### src/rtl/seq_pkg.sv
// Shared constants for the serial pattern transmitter and its companion detector bench.
package seq_pkg;

  // Controller states; the encoding is shared with the detector bench.
  typedef enum logic [1:0] {
    IDLE = 2'b00,
    SEND = 2'b01,
    GAP  = 2'b10,
    DONE = 2'b11
  } seq_state_t;

  // Default pattern geometry and input widths.
  localparam int         DEF_PAT_W   = 3;
  localparam logic [2:0] DEF_PATTERN = 3'b101;
  localparam int         DEF_GAP_W   = 4;
  localparam int         DEF_REP_W   = 8;

  // Width of a bit index that can address every bit of a pat_w-bit pattern.
  function automatic int idx_width(input int pat_w);
    return (pat_w > 1) ? $clog2(pat_w) : 1;
  endfunction

endpackage

### src/rtl/seq_down_cnt.sv
// Loadable down-counter with a zero flag; load has priority over decrement.
module seq_down_cnt #(
  parameter int W = 4
) (
  input  logic         clk,
  input  logic         reset,
  input  logic         load,
  input  logic [W-1:0] load_val,
  input  logic         dec,
  output logic [W-1:0] count,
  output logic         zero
);

  // Count register: cleared by reset, reloaded on load, otherwise steps down on dec.
  always_ff @(posedge clk) begin
    if (!reset) begin
      count <= '0;
    end else if (load) begin
      count <= load_val;
    end else if (dec) begin
      count <= count - W'(1);
    end
  end

  assign zero = (count == '0);

endmodule

### src/rtl/seq_pattern_gen.sv
// Serial pattern transmitter: sends PATTERN MSB-first, repeated rep_cnt times
// (0 = until stop) with gap zero bits between repetitions.
module seq_pattern_gen
  import seq_pkg::*;
#(
  parameter int               PAT_W   = DEF_PAT_W,
  parameter logic [PAT_W-1:0] PATTERN = DEF_PATTERN,
  parameter int               GAP_W   = DEF_GAP_W,
  parameter int               REP_W   = DEF_REP_W
) (
  input  logic             clk,
  input  logic             reset,
  input  logic             start,
  input  logic [REP_W-1:0] rep_cnt,
  input  logic [GAP_W-1:0] gap,
  input  logic             stop,
  output logic             out,
  output logic             frame,
  output logic             busy,
  output logic             done
);

  localparam int               IDX_W   = idx_width(PAT_W);
  localparam logic [IDX_W-1:0] IDX_TOP = IDX_W'(PAT_W - 1);

  seq_state_t       state;
  seq_state_t       nxt_state;
  logic [GAP_W-1:0] gap_reg;
  logic             stop_flag;
  logic             stop_now;

  logic [IDX_W-1:0] idx;
  logic [IDX_W-1:0] nxt_idx;
  logic             idx_zero;
  logic             idx_load;
  logic             idx_dec;

  logic [GAP_W-1:0] gap_cnt;
  logic [GAP_W-1:0] gap_load_val;
  logic             gap_zero;
  logic             gap_load;
  logic             gap_dec;

  logic [REP_W-1:0] rep_left;
  logic             rep_zero;
  logic             rep_load;
  logic             rep_dec;

  logic             cont;
  logic             last_rep;

  // Bit index of the pattern bit currently on the line.
  seq_down_cnt #(.W(IDX_W)) u_idx_cnt (
    .clk      (clk),
    .reset    (reset),
    .load     (idx_load),
    .load_val (IDX_TOP),
    .dec      (idx_dec),
    .count    (idx),
    .zero     (idx_zero)
  );

  // Holds the captured gap length outside GAP and counts the idle bits inside it.
  seq_down_cnt #(.W(GAP_W)) u_gap_cnt (
    .clk      (clk),
    .reset    (reset),
    .load     (gap_load),
    .load_val (gap_load_val),
    .dec      (gap_dec),
    .count    (gap_cnt),
    .zero     (gap_zero)
  );

  // Repetitions still to send, including the one in progress; zero means continuous.
  seq_down_cnt #(.W(REP_W)) u_rep_cnt (
    .clk      (clk),
    .reset    (reset),
    .load     (rep_load),
    .load_val (rep_cnt),
    .dec      (rep_dec),
    .count    (rep_left),
    .zero     (rep_zero)
  );

  // A zero repetition count is never decremented, so it doubles as the continuous-mode flag.
  assign cont     = rep_zero;
  assign last_rep = !rep_zero && (rep_left == REP_W'(1));
  assign stop_now = stop_flag | stop;

  // Next-state and counter-control decisions from the registered state and counters.
  always_comb begin
    nxt_state    = state;
    idx_load     = 1'b0;
    idx_dec      = 1'b0;
    gap_load     = 1'b0;
    gap_dec      = 1'b0;
    gap_load_val = gap_reg;
    rep_load     = 1'b0;
    rep_dec      = 1'b0;
    case (state)
      IDLE: begin
        if (start) begin
          nxt_state    = SEND;
          idx_load     = 1'b1;
          gap_load     = 1'b1;
          gap_load_val = gap;
          rep_load     = 1'b1;
        end
      end
      SEND: begin
        if (!idx_zero) begin
          idx_dec = 1'b1;
        end else if (last_rep || stop_now) begin
          nxt_state = DONE;
        end else begin
          idx_load  = 1'b1;
          rep_dec   = !cont;
          nxt_state = gap_zero ? SEND : GAP;
        end
      end
      GAP: begin
        if (stop_now) begin
          nxt_state = DONE;
        end else if (gap_cnt == GAP_W'(1)) begin
          nxt_state = SEND;
          gap_load  = 1'b1;
        end else begin
          gap_dec = 1'b1;
        end
      end
      DONE: begin
        nxt_state = IDLE;
      end
      default: begin
        nxt_state = IDLE;
      end
    endcase
  end

  // Bit index that will be current after the next edge, used to register the data bit.
  always_comb begin
    nxt_idx = idx;
    if (idx_load) begin
      nxt_idx = IDX_TOP;
    end else if (idx_dec) begin
      nxt_idx = idx - IDX_W'(1);
    end
  end

  // State register, captured gap length, sticky stop request and registered outputs.
  always_ff @(posedge clk) begin
    if (!reset) begin
      state     <= IDLE;
      gap_reg   <= '0;
      stop_flag <= 1'b0;
      out       <= 1'b0;
      frame     <= 1'b0;
      busy      <= 1'b0;
      done      <= 1'b0;
    end else begin
      state <= nxt_state;
      if (state == IDLE && start) begin
        gap_reg <= gap;
      end
      if (state == IDLE) begin
        stop_flag <= 1'b0;
      end else if (stop) begin
        stop_flag <= 1'b1;
      end
      out   <= (nxt_state == SEND) && PATTERN[nxt_idx];
      frame <= (nxt_state == SEND);
      busy  <= (nxt_state != IDLE);
      done  <= (nxt_state == DONE);
    end
  end

endmodule

### config.mk
export PLATFORM = sky130hd
export DESIGN_NAME = seq_pattern_gen
export DESIGN_NICKNAME = d
export VERILOG_FILES = /design/src/rtl/seq_pkg.sv /design/src/rtl/seq_down_cnt.sv /design/src/rtl/seq_pattern_gen.sv
export SDC_FILE = /design/constraint.sdc
export NUM_CORES = 1
export LEC_CHECK = 0
export CAP_MARGIN = 20
export CORE_UTILIZATION = 39
export DETAILED_ROUTE_END_ITERATION = 12
export PLACE_DENSITY_LB_ADDON = 0.3
export SYNTH_ARGS = -nofsm -noshare
export SYNTH_HDL_FRONTEND = slang
export SYNTH_SLANG_ARGS = --single-unit
### constraint.sdc
create_clock -name clk -period 1.8 [get_ports clk]
set_input_delay 0.45 -clock clk [delete_from_list [all_inputs] [get_ports clk]]
set_output_delay 0.45 -clock clk [all_outputs]
set_load 0.01 [all_outputs]
==> summary.md <==
| Metric | Value |
|---|---|
| Status | complete, but fails checks |
| Failing checks | negative setup slack |
| Clk Latency, worst-skew pair | between 300 and 400 ps |
| Die W | roughly 61 µm |
| Global-route wire length before repair | between 5 and 6 mm |
| Crit Path Max Fanout | 4 |
| Die footprint | approximately 3700 µm² |
| Syn Nets | between 150 and 200 |
| Slew Limit Fails | 0 |
| Worst slack after detailed placement | -331 ps |
| EDFF count, synth | 0 |
| Asr flop ratio synth | 0% |
| Crit path required time | 2050 ps |
| Gr usage total | 18.7% |
| Area growth syn-to-layout | 34.7% |
| Netlist cell types | 42 |
| Int Power | 0.00129 W |
| Syn avg cell area | between 8 and 9 µm² |
| Fin area | 1810 µm² |
| Setup WS post-layout | -84.4 ps |
| Relative slew margins | between 70% and 80% |
| Clock sink total | 25 |
| Initial Util | 42.6% |
| Min Clock Period, post-route | ~1900 ps |
| CP endpoint kind | register |
| Yosys reg bits | 25 |
| Via density | approximately 5.2 |
| GRT Residual Overflow | 0 |
| Switching Share | 37.7% |
| Leading area contributor after synthesis | dfxtp_1 |
| Register share of total power | between 30% and 40% |
| Nets | roughly 230 |
| CP startpoint kind | register |
| Commonest non-fill, non-tap cells in the layout | buf_4 (25), dfxtp_1 (22), clkdlybuf4s50_1 (19), nand2_1 (15), a21oi_1 (15) |
| Vias in the first global route | 1237 |
| Io pins | 20 |
| Largest register FFs | 8 |
| # DRC | 0 |
| GPL Wtd Cong | just over 0.8 |
| YS warnings | 0 |
| Syn Inst Count | 162 |
| Row count | 20 |
| Combinational fraction of design power | around 50% |
| Largest net degree at the start of global routing | 17 |
| Yosys top cell area share | a little under two fifths |
| Final wirelength | 3.13 mm |
| Max clock buf depth | 2 |
| Post-DR wirelength/cell | around 13 µm |
| Fin crit share | 105% |
| Setup Skew | 5.28 ps |
| Initial DRC count | a little over 60 |
| Worst vdd ir | a little under 0.5 mV |
| TritonRoute pass-1 iters | 5 |
| Clock share of power | 12.1% |
| Actual slew at the worst max-slew pin | 370 ps |
| Mapped Area | 1340 µm² |
| Ys flop type | dfxtp_1 |
| Final setup violation count | 4 |
| Die height | just over 60 µm |
| Min-Delay Path Class | reg2reg |
| # H-tree levels | 1 |
| Final hold violations | 0 |
| Post-synthesis sequential area ratio | between 30% and 40% |
| Power Dens Cells | around 1100 nW/µm² |
| Layout cells sized above 1 | around a quarter |
| DP Area | about 1700 µm² |
| Crit path kind | reg2reg |
| MaxCap Viol Count | 0 |
| Top cells by area, synth | dfxtp_1 (37%), ha_1 (6.5%), a21oi_1 (6.0%), o21ai_0 (5.2%), nand2_1 (4.2%) |
| IO buf count | 19 |
| Initial antenna violation count | 0 |
| ANT cells | 0 |
| DR vias | ~1300 |
| CTS root buf | clkbuf_4 |
| CTS tree | built |
| Post-route ant nets | 0 |
| RSZ-0062 raised after global routing | yes |
| CTS buffer count | 3 |
| Core Footprint | approximately 3200 µm² |
| Final HPWL DP | ~2.4 mm |
| Commonest non-fill, non-tap cell in the layout | buf_4 |
| P_leak | between 0.7 and 0.8 nW |
| F_max | 531 MHz |
| CTS clock-pin slew for the worst setup and hold paths | between 100 and 150 ps |
| WP data arrival | between 2000 and 2500 ps |
| Psw | between 0.0007 and 0.0008 W |
[through the flow]
| step | utilization, % | hold WS, ps | TNS, ps | cells | total power, W |
|---|---|---|---|---|---|
| floorplan | - | 436 | 0 | 162 | 0.00140 |
| global placement | 55.4 | 455 | -3890 | 241 | 0.00174 |
| detailed placement | 55.4 | 455 | -5090 | 241 | 0.00179 |
| CTS | 56.4 | 474 | -224 | 245 | 0.00205 |
| global route | 57.3 | 504 | -501 | 246 | 0.00225 |
| finish | 57.3 | 474 | -211 | 246 | 0.00208 |
[per-layer routing]
metal / part of all wire (%) / vias up / track usage, % / wire (µm)
met5: 0 / - / 0 / 0
met4: 1.1 / 0 / 10.4 / 34
met3: 3.5 / 4 / 2.99 / 111
met2: 52 / 29 / 32.7 / 1620
met1: 44 / 601 / 21.9 / 1370
li1: - / 654 / - / -
[Yosys cell counts, types with 2 or more instances]
master    count
ha_1          7
nor2b_1       2
dfxtp_1      25
a21oi_1      16
clkbuf_1      5
nand2b_1      2
nor3_1        4
xor2_1        5
a31oi_1       3
nand2_1      15
xnor2_1       2
buf_2         2
o21ai_0      14
nor2_1       15
nand3_1       4
inv_1         9
nand4_1       3
or3b_2        2
mux2i_1       2
o211ai_1      3
[worst max-delay path, cell delays in order, from the launching register on]
cell and delay, ps:
dfxtp_2 350, inv_2 70, ha_4 130, or3b_4 410, a311oi_4 260, a2111oi_2 60, or3_4 420, nor3_2 120
[power by group through the flow]
stage               clock [W]  sequential (W)  combinational, W
global route         0.000294        0.000805           0.00115
finish               0.000251        0.000790           0.00104
CTS                  0.000264        0.000782           0.00100
detailed placement          0        0.000796          0.000990
global placement            0        0.000788          0.000954
floorplan                   0        0.000783          0.000613
[logic make-up after synthesis]
group	count (synthesis)	synth area share, %
AOI/OAI and AO/OA	44	19.8
xor gates and xnor gates	7	4.57
adders and majority gates	7	6.52
buffers and inverters	17	5.22
DFF	25	37.3
muxes	2	1.49
and+or+nand+nor	60	25.2
[final cells by class]
| cell class | instances | area [µm²] |
|---|---|---|
| well taps | 44 | 55.1 |
| repair buffers | 44 | 378 |
| inverters | 9 | 33.8 |
| multi-input cells | 120 | 810 |
| fillers | 312 | 1350 |
| flip-flops and latches | 25 | 504 |
| clock buffers | 3 | 22.5 |
| clock inverters | 1 | 5.00 |
[worst paths after layout]
check,to,slack [ps],cells past startpoint,start
worst max-delay path,out,-80,7,u_gap_cnt.count[1]
worst min-delay path,gap_reg[2],470,2,gap_reg[2]
worst max register to register,out,-80,7,u_gap_cnt.count[1]
worst min register to register,gap_reg[2],470,2,gap_reg[2]
[repair_timing]
action,in CTS,in global routing
gates resized for setup,1,5
hold buffers,0,0
setup buffers,0,1
setup endpoints to repair,4,6
pin swaps,0,0
Power figures use the tool's default switching activity.
